`src/rtl/bit_serializer.sv`:
```
`timescale 1ns/1ps
// bit_serializer
//
// Shifts parallel words from the HPS/FIFO side out one bit at a time,
// together with a generated bit clock. Each bit occupies a low phase and
// then a high phase of the bit clock, each HALF_PERIOD iCLK cycles long.
// Data changes only on the falling edge of the bit clock, so a downstream
// deserializer can sample while the bit clock is high.
//
// Optional feature: define BIT_SERIALIZER_PARITY_EN to append one extra bit
// period carrying even parity (XOR of all data bits) after the last data
// bit. oCounter then runs to WORD_WIDTH+1.
//
// Ports:
//   iCLK      system clock, rising edge
//   iRST      asynchronous active-high reset
//   iData     word to transmit
//   iValid    iData valid
//   oReady    block can accept a word (IDLE)
//   iPause    freeze bit timing while high (SHIFT only)
//   oBit      serial data
//   oBIT_CLK  generated bit clock
//   oBusy     word transfer in progress
//   oDone     one-cycle pulse after the last bit
//   oCounter  number of bits fully sent in the current word
module bit_serializer #(
    parameter int unsigned WORD_WIDTH  = 32,
    parameter int unsigned HALF_PERIOD = 1,
    parameter bit          MSB_FIRST   = 1'b0,
`ifdef BIT_SERIALIZER_PARITY_EN
    localparam int unsigned TotalBits  = WORD_WIDTH + 1,
`else
    localparam int unsigned TotalBits  = WORD_WIDTH,
`endif
    localparam int unsigned CntWidth   = $clog2(TotalBits + 1)
) (
    input  logic                  iCLK,
    input  logic                  iRST,
    input  logic [WORD_WIDTH-1:0] iData,
    input  logic                  iValid,
    output logic                  oReady,
    input  logic                  iPause,
    output logic                  oBit,
    output logic                  oBIT_CLK,
    output logic                  oBusy,
    output logic                  oDone,
    output logic [CntWidth-1:0]   oCounter
);

    typedef enum logic [1:0] {StIdle, StShift, StDone} stateT;

    localparam logic [7:0]          PhaseLast = 8'(HALF_PERIOD - 1);
    localparam logic [CntWidth-1:0] CntLast   = CntWidth'(TotalBits - 1);

    stateT                 stateQ, stateD;
    logic [WORD_WIDTH-1:0] shiftQ, shiftD;
    logic [WORD_WIDTH-1:0] nextShift;
    logic [7:0]            phaseQ, phaseD;
    logic                  bitClkQ, bitClkD;
    logic                  bitQ, bitD;
    logic [CntWidth-1:0]   cntQ, cntD;
`ifdef BIT_SERIALIZER_PARITY_EN
    logic                  parityQ, parityD;
`endif

    always_ff @(posedge iCLK or posedge iRST) begin
        if (iRST) begin
            stateQ  <= StIdle;
            shiftQ  <= '0;
            phaseQ  <= '0;
            bitClkQ <= 1'b0;
            bitQ    <= 1'b0;
            cntQ    <= '0;
`ifdef BIT_SERIALIZER_PARITY_EN
            parityQ <= 1'b0;
`endif
        end else begin
            stateQ  <= stateD;
            shiftQ  <= shiftD;
            phaseQ  <= phaseD;
            bitClkQ <= bitClkD;
            bitQ    <= bitD;
            cntQ    <= cntD;
`ifdef BIT_SERIALIZER_PARITY_EN
            parityQ <= parityD;
`endif
        end
    end

    always_comb begin
        stateD    = stateQ;
        shiftD    = shiftQ;
        phaseD    = phaseQ;
        bitClkD   = bitClkQ;
        bitD      = bitQ;
        cntD      = cntQ;
        nextShift = MSB_FIRST ? (shiftQ << 1) : (shiftQ >> 1);
`ifdef BIT_SERIALIZER_PARITY_EN
        parityD   = parityQ;
`endif

        unique case (stateQ)
            StIdle: begin
                cntD    = '0;
                bitClkD = 1'b0;
                bitD    = 1'b0;
                phaseD  = '0;
                // oReady is high throughout IDLE, so iValid alone completes the handshake.
                if (iValid) begin
                    shiftD  = iData;
                    bitD    = MSB_FIRST ? iData[WORD_WIDTH-1] : iData[0];
                    stateD  = StShift;
`ifdef BIT_SERIALIZER_PARITY_EN
                    parityD = ^iData;
`endif
                end
            end

            StShift: begin
                // Pause freezes everything, including a phase that would end this cycle.
                if (!iPause) begin
                    if (phaseQ == PhaseLast) begin
                        phaseD = '0;
                        if (!bitClkQ) begin
                            bitClkD = 1'b1;
                        end else begin
                            // Falling edge: the bit just sent is complete.
                            bitClkD = 1'b0;
                            cntD    = cntQ + CntWidth'(1);
                            if (cntQ == CntLast) begin
                                stateD = StDone;
                                bitD   = 1'b0;
                            end else begin
                                shiftD = nextShift;
                                bitD   = MSB_FIRST ? nextShift[WORD_WIDTH-1] : nextShift[0];
`ifdef BIT_SERIALIZER_PARITY_EN
                                if (cntQ == CntWidth'(WORD_WIDTH - 1)) begin
                                    bitD = parityQ;
                                end
`endif
                            end
                        end
                    end else begin
                        phaseD = phaseQ + 8'd1;
                    end
                end
            end

            StDone: begin
                stateD  = StIdle;
                cntD    = '0;
                bitD    = 1'b0;
                bitClkD = 1'b0;
            end

            default: begin
                stateD = StIdle;
            end
        endcase
    end

    assign oReady   = (stateQ == StIdle);
    assign oBusy    = (stateQ == StShift);
    assign oDone    = (stateQ == StDone);
    assign oBit     = bitQ;
    assign oBIT_CLK = bitClkQ;
    assign oCounter = cntQ;

endmodule

```
`config.mk`:
```
export PLATFORM = sky130hd
export DESIGN_NAME = bit_serializer
export DESIGN_NICKNAME = d
export VERILOG_FILES = /design/src/rtl/bit_serializer.sv
export SDC_FILE = /design/constraint.sdc
export NUM_CORES = 1
export LEC_CHECK = 0
export CAP_MARGIN = 20
export CORE_MARGIN = 4
export CORE_UTILIZATION = 56
export DETAILED_ROUTE_END_ITERATION = 8
export GPL_ROUTABILITY_DRIVEN = 0
export GPL_TIMING_DRIVEN = 0
export HOLD_SLACK_MARGIN = 0.12
export PLACE_DENSITY = 0.85
export SLEW_MARGIN = 10
export SYNTH_ARGS = -nofsm -noshare
export SYNTH_HDL_FRONTEND = slang
export SYNTH_SLANG_ARGS = --single-unit
export TNS_END_PERCENT = 50
```
`constraint.sdc`:
```
create_clock -name iCLK -period 3.3 [get_ports iCLK]
set_input_delay 0.66 -clock iCLK [delete_from_list [all_inputs] [get_ports iCLK]]
set_output_delay 0.66 -clock iCLK [all_outputs]
set_load 0.02 [all_outputs]
```
==> results of run 1 <==
[layout make-up]
cell class	instances	area (um2)
flip-flops and latches	49	1230
multi-input cells	160	1200
fillers	303	1180
repair buffers	47	480
plain buffers	12	72.6
clock buffers	5	68.8
well taps	52	65.1
clock inverters	2	35.0
inverters	9	33.8
[where the power goes]
part / switching [mW] / leakage, nW / total (mW) / internal (mW)
combinational: 0.391 / 0.665 / 0.835 / 0.443
clock: 0.199 / 0.0540 / 0.419 / 0.221
sequential: 0.133 / 0.589 / 0.940 / 0.807
total: 0.723 / 1.31 / 2.19 / 1.47
[per-stage QoR]
stage | instance area (um2) | hold WS [ns] | worst slack, ns | power (mW)
after global placement | 3050 | 0.498 | 0.554 | 1.76
after floorplan | 2530 | 0.484 | 1.16 | 1.53
final | 3180 | 0.523 | 0.837 | 2.19
after global routing | 3180 | 0.546 | 0.775 | 2.34
after detailed placement | 3070 | 0.503 | 0.642 | 1.78
after CTS | 3180 | 0.524 | 0.838 | 2.21
[worst max-delay path, delay by kind of cell, from the launching register on]
kind | cells | cell delay, ns
buffers and inverters | 2 | 0.77
DFF | 1 | 0.43
adders and majority gates | 1 | 0.30
[registers in the layout, summed over array words and instances (netlist names)]
name and flops:
shiftQ 31, oCounter 6, oBIT_CLK 1, stateQ 2
phaseQ 8, oBit 1
[synth_stat cells, types with 2 or more instances]
cell | number | area (um2)
a21oi_1 | 4 | 20.0
a22o_1 | 2 | 17.5
a31oi_1 | 3 | 18.8
and3_1 | 3 | 18.8
buf_2 | 4 | 20.0
buf_6 | 3 | 33.8
clkbuf_1 | 5 | 18.8
dfrtp_1 | 49 | 1230
ha_1 | 7 | 87.6
inv_1 | 9 | 33.8
nand2_1 | 9 | 33.8
nand2b_1 | 3 | 18.8
nand3_1 | 10 | 50.1
nand4_1 | 5 | 31.3
nor2_1 | 12 | 45.0
nor2b_1 | 2 | 12.5
o21ai_0 | 8 | 40.0
o221a_2 | 29 | 327
o22ai_1 | 2 | 12.5
o31ai_1 | 3 | 22.5
or2_2 | 32 | 200
or3_1 | 2 | 12.5
xor2_1 | 4 | 35.0
[logic make-up (layout without fill, tap and decap cells)]
kind of cell	Yosys count	in the layout	share of synthesized area, %
xor+xnor	4	4	1.39
simple gates	87	87	20.3
flops	49	49	48.5
compound gates	60	60	21.3
mux	2	2	0.841
buf+inv	21	75	4.21
fa+ha+maj	7	7	3.46
[routing by layer]
layer | wire (um) | vias up | GRT usage [%]
met3 | 257 | 5 | 6.01
met5 | 0 | - | 0
met2 | 2360 | 39 | 31.1
met4 | 48 | 0 | 5.05
li1 | - | 967 | -
met1 | 2550 | 933 | 29.2
[placed cells by master (no fill, tap or decap), types with 3 or more instances in the layout]
cell / Yosys / layout
a21oi_1: 4 / 4
a31oi_1: 3 / 3
and3_1: 3 / 3
buf_2: 4 / 4
buf_6: 3 / 3
clkbuf_1: 5 / 5
clkbuf_8: 0 / 5
clkdlybuf4s50_1: 0 / 46
dfrtp_1: 49 / 49
ha_1: 7 / 7
inv_1: 9 / 8
nand2_1: 9 / 9
nand2b_1: 3 / 3
nand3_1: 10 / 10
nand4_1: 5 / 5
nor2_1: 12 / 12
o21ai_0: 8 / 8
o221a_2: 29 / 29
o31ai_1: 3 / 3
or2_2: 32 / 32
xor2_1: 4 / 4
[worst min path at each step]
stage                  to  cells past startpoint
2_1_floorplan  shiftQ[31]                      1
3_3_place_gp   shiftQ[31]                      1
3_5_place_dp   shiftQ[31]                      1
4_1_cts        shiftQ[31]                      1
5_1_grt        shiftQ[31]                      1
6_report       shiftQ[31]                      1
==> key figures, run 1 <==
STA
  – Final setup violation count: 0
  – Tmin final: 2.46 ns
  – Upper clock frequency limit: 0.406 GHz
  – Number of pins with negative max-slew slack in the final report: 0
  – Total Neg Setup Slack: 0 ns
  – Final worst clock skew: 0.0129 ns
  – Number of failing hold endpoints at the final stage: 0
  – Remaining max-slew budget at the tightest pin: a little under three quarters
  – Final cycle utilization of the critical path: 74.6%
  – Actual slew at the worst max-slew pin: 0.437 ns
  – Unrepaired setup endpoints after global routing: false

Clocking
  – Post-CTS Resized: 0
  – Maximum clock insertion buffer count: 2
  – Root Driver: clkbuf_8
  – Clock edge transition at the registers on the reported setup and hold paths: 0.09 ns
  – Maximum level of the CTS H-tree: 2
  – Post-CTS Hold Fix Bufs: 0
  – Number of clock sinks: between 40 and 50
  – Total CTS buffers: 5
  – Number of buffers inserted by post-CTS setup repair: 0
  – TritonCTS clock tree: built
  – Source-to-sink clock delay at the later pin of the worst-skew pair: 0.31 ns

Floorplanning
  – Chip Width: about 75 um
  – Std-Cell Rows: 24
  – Die height: ~75 um
  – Area of the die: 5650 um2
  – Core Region: 4350 um2
  – Count of boundary I/O pins: between 40 and 50
  – Initial standard-cell utilization of the core: 58.1%

Run status
  – Run status: completed

Yosys
  – Total nets after synthesis: roughly 270
  – Average cell area after synthesis: 11.0 um2
  – Leading register cell type out of synthesis: dfrtp_1
  – Netlist area before placement: 2530 um2
  – Number of register bits inferred by synthesis: between 40 and 50
  – Number of cells produced by synthesis: 230
  – EDFF count, synth: 0
  – Register area share after synthesis: 48.5%
  – Synth warnings: 0
  – Count of distinct cell types in the synthesized netlist: 43
  – Fraction of registers with async set or reset after synthesis: between 90% and 100%

Setup path
  – Cells along the critical path: inv_1 > ha_1 > clkdlybuf4s50_1
  – Worst flop-to-flop path startpoint: stateQ[1]
  – Arrival time at the worst endpoint: 1.80 ns
  – Highest fanout seen on the critical path: 7
  – Critical path launch point: stateQ[0]
  – Depth of the worst register-to-register path: 8
  – Biggest cell delay along the critical path: 0.66 ns
  – Critical path endpoint: oReady
  – Endpoint kind of the worst setup timing path: primary output
  – Required time reported for the critical path endpoint: 2.64 ns
  – Kind of start point of the critical path: flop
  – Setup slack of the worst register-to-register path: 1.00 ns
  – Classification of the worst setup path: reg2out
  – End of the worst register-to-register path: shiftQ[15]
  – Crit path max-delay cell type: clkdlybuf4s50_1

Routing
  – Initial detailed-routing violation count: 124
  – WL per Instance: 15.5 um
  – Post-detailed-route via-to-cell ratio: about 5.8
  – Post-detailed-routing wire length: around 5.2 mm
  – Residual DRC: 0
  – Via count: approximately 1,900
  – Number of search-and-repair iterations in the first detailed-routing pass: 4
  – Antenna-violating nets left: 0

GRT
  – Number of global-route vias before repair: 1,905
  – Pin count of the biggest net entering global routing: 38
  – Global-route wire length before repair: ~9 mm
  – GRT Util Overall: 20.5%
  – Residual overflow from global routing: 0
  – Initial antenna violation count: 0

Run
  – Total of max-cap violations: 0

Layout
  – Final design utilization: 73.0%
  – Area grow syn2layout: 25.7%
  – ANT cells: 0
  – Non-filler cells in the finished layout: 336
  – Fraction of layout instances using a drive strength above 1: 29.6%
  – Layout Nets: 327

Placement
  – Number of buffers inserted by port buffering: 46
  – Detailed-placement wirelength estimate: 3.83 mm
  – Placed cell count: 329

Hold path
  – Worst Hold Class: reg2reg
  – Hold path start: shiftQ[31]

Power and ir drop
  – Leak: 1.31 nW
  – Total power divided by cell area: 690 nW/um2
  – Max rail drop VDD: 0.334 mV
No activity file was read; power rests on OpenSTA's default activity.
==> run 2: changes to the inputs <==
--- a/config.mk
+++ b/config.mk
@@ -7,12 +7,12 @@
 export LEC_CHECK = 0
 export CAP_MARGIN = 20
 export CORE_MARGIN = 4
-export CORE_UTILIZATION = 56
+export CORE_UTILIZATION = 52
 export DETAILED_ROUTE_END_ITERATION = 8
 export GPL_ROUTABILITY_DRIVEN = 0
 export GPL_TIMING_DRIVEN = 0
 export HOLD_SLACK_MARGIN = 0.12
-export PLACE_DENSITY = 0.85
+export PLACE_DENSITY = 0.8
 export SLEW_MARGIN = 10
 export SYNTH_ARGS = -nofsm -noshare
 export SYNTH_HDL_FRONTEND = slang
==> constraint.sdc (replaced) <==
create_clock -name iCLK -period 2.3 [get_ports iCLK]
set_input_delay 0.46 -clock iCLK [delete_from_list [all_inputs] [get_ports iCLK]]
set_output_delay 0.46 -clock iCLK [all_outputs]
set_load 0.02 [all_outputs]
==> key figures, run 2 (synthesized netlist as in run 1, its figures left out) <==
Clocking
  – Number of clock sinks: 49
  – Root Driver: clkbuf_8
  – TritonCTS clock tree: built
  – Clock edge transition at the registers on the reported setup and hold paths: 0.09 ns
  – Source-to-sink clock delay at the later pin of the worst-skew pair: 0.31 ns
  – Total CTS buffers: 5
  – Maximum level of the CTS H-tree: 2
  – Maximum clock insertion buffer count: 2

Power and ir drop
  – Combinational cell fraction of total power: 36.7%
  – Register share of total power: approximately two fifths
  – Max rail drop VDD: 0.462 mV
  – Internal Pwr Total: ~2.2 mW
  – Switching Fraction: 32.2%
  – Psw: approximately 1.1 mW
  – Clk network pwr share: between 20% and 30%
  – Total power divided by cell area: 1020 nW/um2
  – Leak: ~1.3 nW

Routing
  – Antenna-violating nets left: 0
  – Residual DRC: 0
  – Post-detailed-route via-to-cell ratio: 5.65
  – Initial detailed-routing violation count: 170
  – Number of search-and-repair iterations in the first detailed-routing pass: 4
  – Via count: 2,000
  – Post-detailed-routing wire length: between 5 and 6 mm
  – WL per Instance: 15.7 um

Setup path
  – Endpoint kind of the worst setup timing path: flop
  – Classification of the worst setup path: reg2reg
  – Depth of the worst register-to-register path: 8
  – Required time reported for the critical path endpoint: 2.50 ns
  – Arrival time at the worst endpoint: 2.36 ns
  – Biggest cell delay along the critical path: around 0.43 ns
  – Highest fanout seen on the critical path: 10
  – Crit path max-delay cell type: dfrtp_1
  – Kind of start point of the critical path: flop
  – Cells along the critical path: inv_1 > ha_1 > nor4b_4 > nand3_2 > or3_1 > buf_2 > buf_6 > o221a_2

Run
  – Total of max-cap violations: 0

Layout
  – FILL cells: 360
  – ANT cells: 0
  – Layout Nets: 329
  – Most common library cell in the layout ignoring fill and taps: dfrtp_1
  – Non-filler cells in the finished layout: 354
  – Number of flip-flops under the largest register name: 31
  – Fraction of layout instances using a drive strength above 1: 31.0%
  – Commonest cells after routing, fill and taps aside: dfrtp_1 (49), clkdlybuf4s50_1 (45), or2_2 (32), o221a_2 (29), nor2_1 (12)
  – Most flops, register: shiftQ
  – Area grow syn2layout: 28.6%

Run status
  – Run status: completed

STA
  – Upper clock frequency limit: ~0.46 GHz
  – Number of failing hold endpoints at the final stage: 0
  – Actual slew at the worst max-slew pin: approximately 0.48 ns
  – Unrepaired setup endpoints after global routing: false
  – Final cycle utilization of the critical path: 93.8%
  – Remaining max-slew budget at the tightest pin: 67.8%
  – Tmin final: 2.16 ns
  – Number of pins with negative max-slew slack in the final report: 0
  – Final worst clock skew: 0.00592 ns
  – WHS: 0.400 ns
  – Final setup violation count: 0

Floorplanning
  – Die height: 77.7 um
  – Initial standard-cell utilization of the core: 53.5%
  – Std-Cell Rows: 25
  – Core Region: roughly 4700 um2
  – Chip Width: 77.7 um
  – Count of boundary I/O pins: 47
  – Area of the die: 6040 um2

GRT
  – Number of global-route vias before repair: 1,947
  – Residual overflow from global routing: 0
  – Global-route wire length before repair: 9.61 mm
  – Pin count of the biggest net entering global routing: 40
  – GRT Util Overall: 19.7%
  – Initial antenna violation count: 0

Placement
  – Detailed-placement wirelength estimate: 4.00 mm
  – Placed cell count: 344
  – Number of buffers inserted by port buffering: 46

Hold path
  – Worst Hold Class: in2async
-- run 2: final timing paths --
| path | start | endpoint | slack, ns |
|---|---|---|---|
| worst max-delay path | phaseQ[0] | shiftQ[2] | 0.14 |
| worst min-delay path | iRST | phaseQ[5] | 0.40 |
| worst max register to register | phaseQ[0] | shiftQ[2] | 0.14 |
| worst min register to register | shiftQ[31] | shiftQ[31] | 0.52 |
| max in group asynchronous | iRST | shiftQ[23] | 1.42 |
| min in group iCLK | shiftQ[31] | shiftQ[31] | 0.52 |
-- run 2: layer usage --
layer	vias up	routed length [um]	GRT usage, %
met5	-	0	0
met4	0	41	5.87
met3	4	227	4.52
met2	44	2610	29.8
met1	981	2680	28.2
li1	971	-	-
-- run 2: power groups by stage --
stage	Clock [mW]	Combinational (mW)	Sequential [mW]
global route	0.794	1.35	1.38
floorplan	0	0.871	1.32
detailed placement	0	1.20	1.35
CTS	0.757	1.21	1.34
global placement	0	1.17	1.35
finish	0.745	1.21	1.34
-- run 2: timing repair --
item	4_1_cts	5_1_grt
endpoints found under the setup margin	0	32
hold buffers	0	0
resized for setup	0	5
setup buffers	0	2
-- run 2: area by class of cell --
cell class                 instances  area (um2)  area share (%)
tap                               67        83.8            2.58
timing repair buffer              49         498            15.3
inverter                           9        33.8            1.04
sequential                        49        1230            37.7
buffer                            12        75.1            2.31
clock buffer                       5        68.8            2.12
clock inverter                     3        68.8            2.12
multi-input combinational        160        1200            36.8
-- run 2: worst max-delay path: cells and delay by family, from the launching register on --
kind,cells,cell delay (ns)
AND/OR/NAND/NOR,3,0.85
flip-flops,1,0.43
buffers and inverters,3,0.37
AO/OA/AOI/OAI,1,0.27
adder cells (fa/ha/maj),1,0.14
-- run 2: through the flow --
step	TNS [ns]	instance area (um2)	setup slack [ns]	total power, mW	utilization (%)
2_1_floorplan	0	2530	0.155	2.19	-
3_3_place_gp	-17.82	3070	-0.282	2.52	65.1
3_5_place_dp	-5.17	3090	-0.183	2.56	65.5
4_1_cts	0	3230	0.0137	3.31	68.4
5_1_grt	0	3250	0.00997	3.52	68.8
6_report	0	3250	0.142	3.30	68.8
==> run 3: changes to the inputs <==
--- a/config.mk
+++ b/config.mk
@@ -5,14 +5,13 @@
 export SDC_FILE = /design/constraint.sdc
 export NUM_CORES = 1
 export LEC_CHECK = 0
-export CAP_MARGIN = 20
 export CORE_MARGIN = 4
-export CORE_UTILIZATION = 52
+export CORE_UTILIZATION = 47
 export DETAILED_ROUTE_END_ITERATION = 8
 export GPL_ROUTABILITY_DRIVEN = 0
 export GPL_TIMING_DRIVEN = 0
 export HOLD_SLACK_MARGIN = 0.12
-export PLACE_DENSITY = 0.8
+export PLACE_DENSITY = 0.76
 export SLEW_MARGIN = 10
 export SYNTH_ARGS = -nofsm -noshare
 export SYNTH_HDL_FRONTEND = slang
==> constraint.sdc (replaced) <==
create_clock -name iCLK -period 1.81 [get_ports iCLK]
set_input_delay 0.362 -clock iCLK [delete_from_list [all_inputs] [get_ports iCLK]]
set_output_delay 0.362 -clock iCLK [all_outputs]
set_load 0.02 [all_outputs]
==> key figures, run 3 (synthesized netlist as in run 1, its figures left out) <==
Run status
  – Run status: finished, violations left
  – Violated checks: negative setup slack

STA
  – Upper clock frequency limit: between 0.5 and 0.6 GHz
  – Final worst clock skew: 0.00899 ns
  – Unrepaired setup endpoints after global routing: true
  – Final cycle utilization of the critical path: 107%
  – WHS: 0.300 ns
  – Tmin final: 1.94 ns
  – Total Neg Setup Slack: -3.52 ns
  – Number of failing hold endpoints at the final stage: 0
  – Number of pins with negative max-slew slack in the final report: 0
  – Final setup margin: -0.129 ns
  – Remaining max-slew budget at the tightest pin: 70.2%
  – Actual slew at the worst max-slew pin: 0.447 ns
  – Final setup violation count: 32

Setup path
  – Kind of start point of the critical path: flop
  – Biggest cell delay along the critical path: approximately 0.43 ns
  – Required time reported for the critical path endpoint: approximately 2 ns
  – Worst flop-to-flop path startpoint: phaseQ[0]
  – Endpoint kind of the worst setup timing path: flop
  – Arrival time at the worst endpoint: 2.12 ns
  – Highest fanout seen on the critical path: 10
  – Classification of the worst setup path: reg2reg
  – Crit path max-delay cell type: or3_4
  – Setup slack of the worst register-to-register path: -0.13 ns
  – Depth of the worst register-to-register path: 7
  – Number of buffer and inverter instances along the worst setup path: 2
  – End of the worst register-to-register path: shiftQ[28]
  – Kind of cell adding the most delay to the critical path: simple AND/OR/NAND/NOR gates
  – Cells along the critical path: inv_1 > ha_1 > nor4b_4 > nand3_2 > or3_4 > buf_6 > o221a_2

Layout
  – Number of flip-flops under the largest register name: 31
  – ANT cells: 0
  – Final design utilization: 64.8%
  – Non-filler cells in the finished layout: 365
  – Most common library cell in the layout ignoring fill and taps: dfrtp_1
  – Layout Nets: around 340
  – Final design instance area without fill: 3350 um2
  – Commonest cells after routing, fill and taps aside: dfrtp_1 (48), clkdlybuf4s50_1 (41), or2_2 (32), o221a_2 (29), nor2_1 (11)
  – Fraction of layout instances using a drive strength above 1: 38.0%
  – Most flops, register: shiftQ
  – Area grow syn2layout: 32.6%

Clocking
  – Root Driver: clkbuf_8
  – Maximum level of the CTS H-tree: 2
  – Source-to-sink clock delay at the later pin of the worst-skew pair: 0.30 ns
  – Maximum clock insertion buffer count: 2
  – Post-CTS Hold Fix Bufs: 0
  – Clock edge transition at the registers on the reported setup and hold paths: around 0.090 ns
  – TritonCTS clock tree: built
  – Total CTS buffers: 5
  – Number of clock sinks: 49

Floorplanning
  – Die height: around 81 um
  – Chip Width: 81.4 um
  – Count of boundary I/O pins: 47
  – Std-Cell Rows: 26
  – Core Region: 5170 um2
  – Area of the die: 6620 um2
  – Initial standard-cell utilization of the core: 48.9%

Power and ir drop
  – Total power divided by cell area: 1220 nW/um2
  – Power after layout: 4.08 mW
  – Max rail drop VDD: ~0.65 mV
  – Leak: approximately 1.4 nW

Routing
  – Residual DRC: 0
  – Via count: 2,056
  – Number of search-and-repair iterations in the first detailed-routing pass: 6
  – Post-detailed-routing wire length: between 5 and 6 mm
  – Antenna-violating nets left: 0
  – Initial detailed-routing violation count: 141
  – Post-detailed-route via-to-cell ratio: 5.63
  – WL per Instance: roughly 15 um

GRT
  – GRT Util Overall: 18.7%
  – Initial antenna violation count: 0
  – Pin count of the biggest net entering global routing: 40
  – Global-route wire length before repair: 9.66 mm
  – Number of global-route vias before repair: 2,034
  – Residual overflow from global routing: 0

Placement
  – Placed standard-cell area: 3130 um2
  – Number of buffers inserted by port buffering: 46
  – Post-Place Worst Slack: -0.509 ns
  – Detailed-placement wirelength estimate: 3.90 mm
  – Placed cell count: about 350

Hold path
  – Worst Hold Class: in2async

Run
  – Total of max-cap violations: 0
==> run 3: metal layers <==
layer / wire length (um) / vias up / track usage [%]
li1: - / 991 / -
met1: 2730 / 1009 / 27.3
met2: 2450 / 50 / 27.9
met3: 269 / 6 / 3.44
met4: 78 / 0 / 6.42
met5: 0 / - / 0
==> run 3: repair_timing <==
action / CTS / global route
buffers inserted: 7 / 4
endpoints found under the setup margin: 43 / 46
hold endpoints to repair: 0 / 0
pin swaps: 0 / 5
resized for setup: 14 / 12
==> run 3: final cells by class <==
type | instances | area (um2)
clock inverter | 1 | 5.00
fill | 416 | 1820
tap | 70 | 87.6
timing repair buffer | 58 | 567
clock buffer | 7 | 96.3
inverter | 9 | 37.5
sequential | 49 | 1230
buffer | 11 | 80.1
multi-input combinational | 160 | 1250
==> run 3: worst max-delay path by stage <==
stage,startpoint,endpoint,cells after the start
final,phaseQ[0],shiftQ[28],7
after global routing,phaseQ[1],shiftQ[3],7
after CTS,phaseQ[0],shiftQ[29],8
after detailed placement,iPause,shiftQ[18],7
after global placement,iRST,shiftQ[28],2
after floorplan,phaseQ[0],shiftQ[1],8
==> run 3: power by group <==
| part | total, mW | switching, mW | internal, mW |
|---|---|---|---|
| combinational | 1.67 | 0.778 | 0.889 |
| sequential | 1.70 | 0.229 | 1.47 |
| clock | 0.706 | 0.360 | 0.346 |
| total | 4.08 | 1.37 | 2.71 |
==> variant, RTL diff (settings of run 3) <==
Take the reset off `shiftQ` and load it in a clocked block of its own.
--- a/src/rtl/bit_serializer.sv
+++ b/src/rtl/bit_serializer.sv
@@ -68,3 +68,2 @@
             stateQ  <= StIdle;
-            shiftQ  <= '0;
             phaseQ  <= '0;
@@ -78,3 +77,2 @@
             stateQ  <= stateD;
-            shiftQ  <= shiftD;
             phaseQ  <= phaseD;
@@ -87,2 +85,6 @@
         end
+    end
+
+    always_ff @(posedge iCLK) begin
+        shiftQ <= shiftD;
     end
Function: same outputs for any inputs over 10 cycles, from zero or initial values and one cycle with iRST high; that may be too few to reach the edited logic, so the function may still have changed.
==> variant against run 3 <==
The flow still finishes with violations (setup timing); final area increased by 1.9%; sequential power increased by 12%; global-route usage decreased by 0.89 points; routed wire length decreased by 2.0%; sequential cell count unchanged; utilization increased by 5.6 points; synthesized area decreased by 4.2%; via count decreased by 12%; count of clock-buffer cells in the layout decreased by 2; total power increased by 12%; setup slack improved by 0.033 ns.
==> variant: results (changes against run 3) <==
status finished with violations; violated checks setup timing; total nets after synthesis 231 (-15%); worst clock skew 0.007737 ns (-0.001256 ns); met1 capacity usage during global routing 22.48% (-4.8 points); met2 Use GR 29.72% (+1.9 points); fraction of final layout cells with drive strength greater than 1 33.46% (-4.5 points); Detailed Place HPWL 3454 um (-11%); async set-reset flop share out of synthesis 36.73% (-63 points); number of nets in the layout 305 (-9.5%); PostCTS Resize Cnt 31 (+17); DRC violation total after the first TritonRoute iteration 102 (-28%); multiplexer share of the synthesized area 14.77% (+14 points); instance count after placement with tap cells included 302 (-13%); Final TNS setup -2.657 ns (+0.8602 ns); vias in the first global route 1776 (-13%); first element of the critical path oCounter[1]; data arrival time at the worst-slack endpoint 1.94 ns (-0.18 ns); final number of setup-violating endpoints 33 (+3.1%); library cells used by synthesis 41 (-4.7%); proportion of cell area occupied by registers 40.48% (+3.9 points); static leakage power 1.377 nW (-2.8%); Port Buffers 46 (unchanged); via density per instance 5.473 (-2.8%); capture point of the worst reg-to-reg path shiftQ[24]; Final non-clock buffer share 21.65% (+2.4 points); parity-gate share of the synthesized area counting xor and xnor cells 0.3614% (-1.0 points); largest net degree at the start of global routing 19 (-53%); ranking of synthesized cells by area sky130_fd_sc_hd__edfxtp_1 (38%), sky130_fd_sc_hd__dfrtp_1 (19%), sky130_fd_sc_hd__mux2_2 (14%); footprint of the multi-input gates 1086 um2 (-13%); met1 routed wirelength after detailed routing 2307 um (-16%); met3 Resource Use GR 3.725% (+0.29 points); Design Area, Final 3416 um2 (+1.9%); compound-gate portion of the synthesized area 10.33% (-11 points); top cells by instance count after synthesis sky130_fd_sc_hd__edfxtp_1 (31), sky130_fd_sc_hd__mux2_2 (30), sky130_fd_sc_hd__dfrtp_1 (18); adder and majority gate portion of the synthesized area 3.614% (+0.15 points); area post-placement 3003 um2 (-4.0%); number of enable flip-flop cells after synthesis 31 (+31); synthesized instance count 188 (-18%); total setup buffers inserted after CTS 14 (+7); portion of the post-synthesis area used by sequential elements 57.00% (+8.5 points); aggregate routed wire length 5422 um (-2.0%); buffers outside the clock class 72 (+4.3%); Worst path slowest cell sky130_fd_sc_hd__dfrtp_1; worst hold margin 0.4709 ns (+0.1710 ns); final worst-path setup slack -0.09562 ns (+0.03305 ns); sum of met3 wire segment lengths after detailed routing 251 um (-6.7%); routed len/inst 16.43 um (+8.4%); worst ir drop on vdd 0.7172 mV (+10%); Place WS -0.9379 ns (-0.4284 ns); FILL cells 356 (-14%); R2R setup slack -0.1 ns (+0.03 ns); all-layer global routing usage 17.83% (-0.89 points)
==> variant: changes by cell type after synthesis, moves of 3 or more <==
cell                              run 3  this run
sky130_fd_sc_hd__or2_2               32         0
sky130_fd_sc_hd__dfrtp_1             49        18
sky130_fd_sc_hd__edfxtp_1             0        31
sky130_fd_sc_hd__mux2_2               1        30
sky130_fd_sc_hd__o221a_2             29         0
sky130_fd_sc_hd__nand3_1             10         4
sky130_fd_sc_hd__nor2_1              12         6
sky130_fd_sc_hd__nor3_1               0         5
sky130_fd_sc_hd__a21oi_1              4         8
sky130_fd_sc_hd__o21ai_0              8        12
sky130_fd_sc_hd__xor2_1               4         0
sky130_fd_sc_hd__buf_2                4         1
sky130_fd_sc_hd__buf_6                3         0
sky130_fd_sc_hd__nand4_1              5         2
==> variant: power by group <==
| part | total, mW | internal [mW] | switching [mW] |
|---|---|---|---|
| clock network | 0.650 | 0.275 | 0.375 |
| logic | 2.02 | 1.08 | 0.948 |
| registers | 1.90 | 1.77 | 0.128 |
| total | 4.57 | 3.12 | 1.45 |
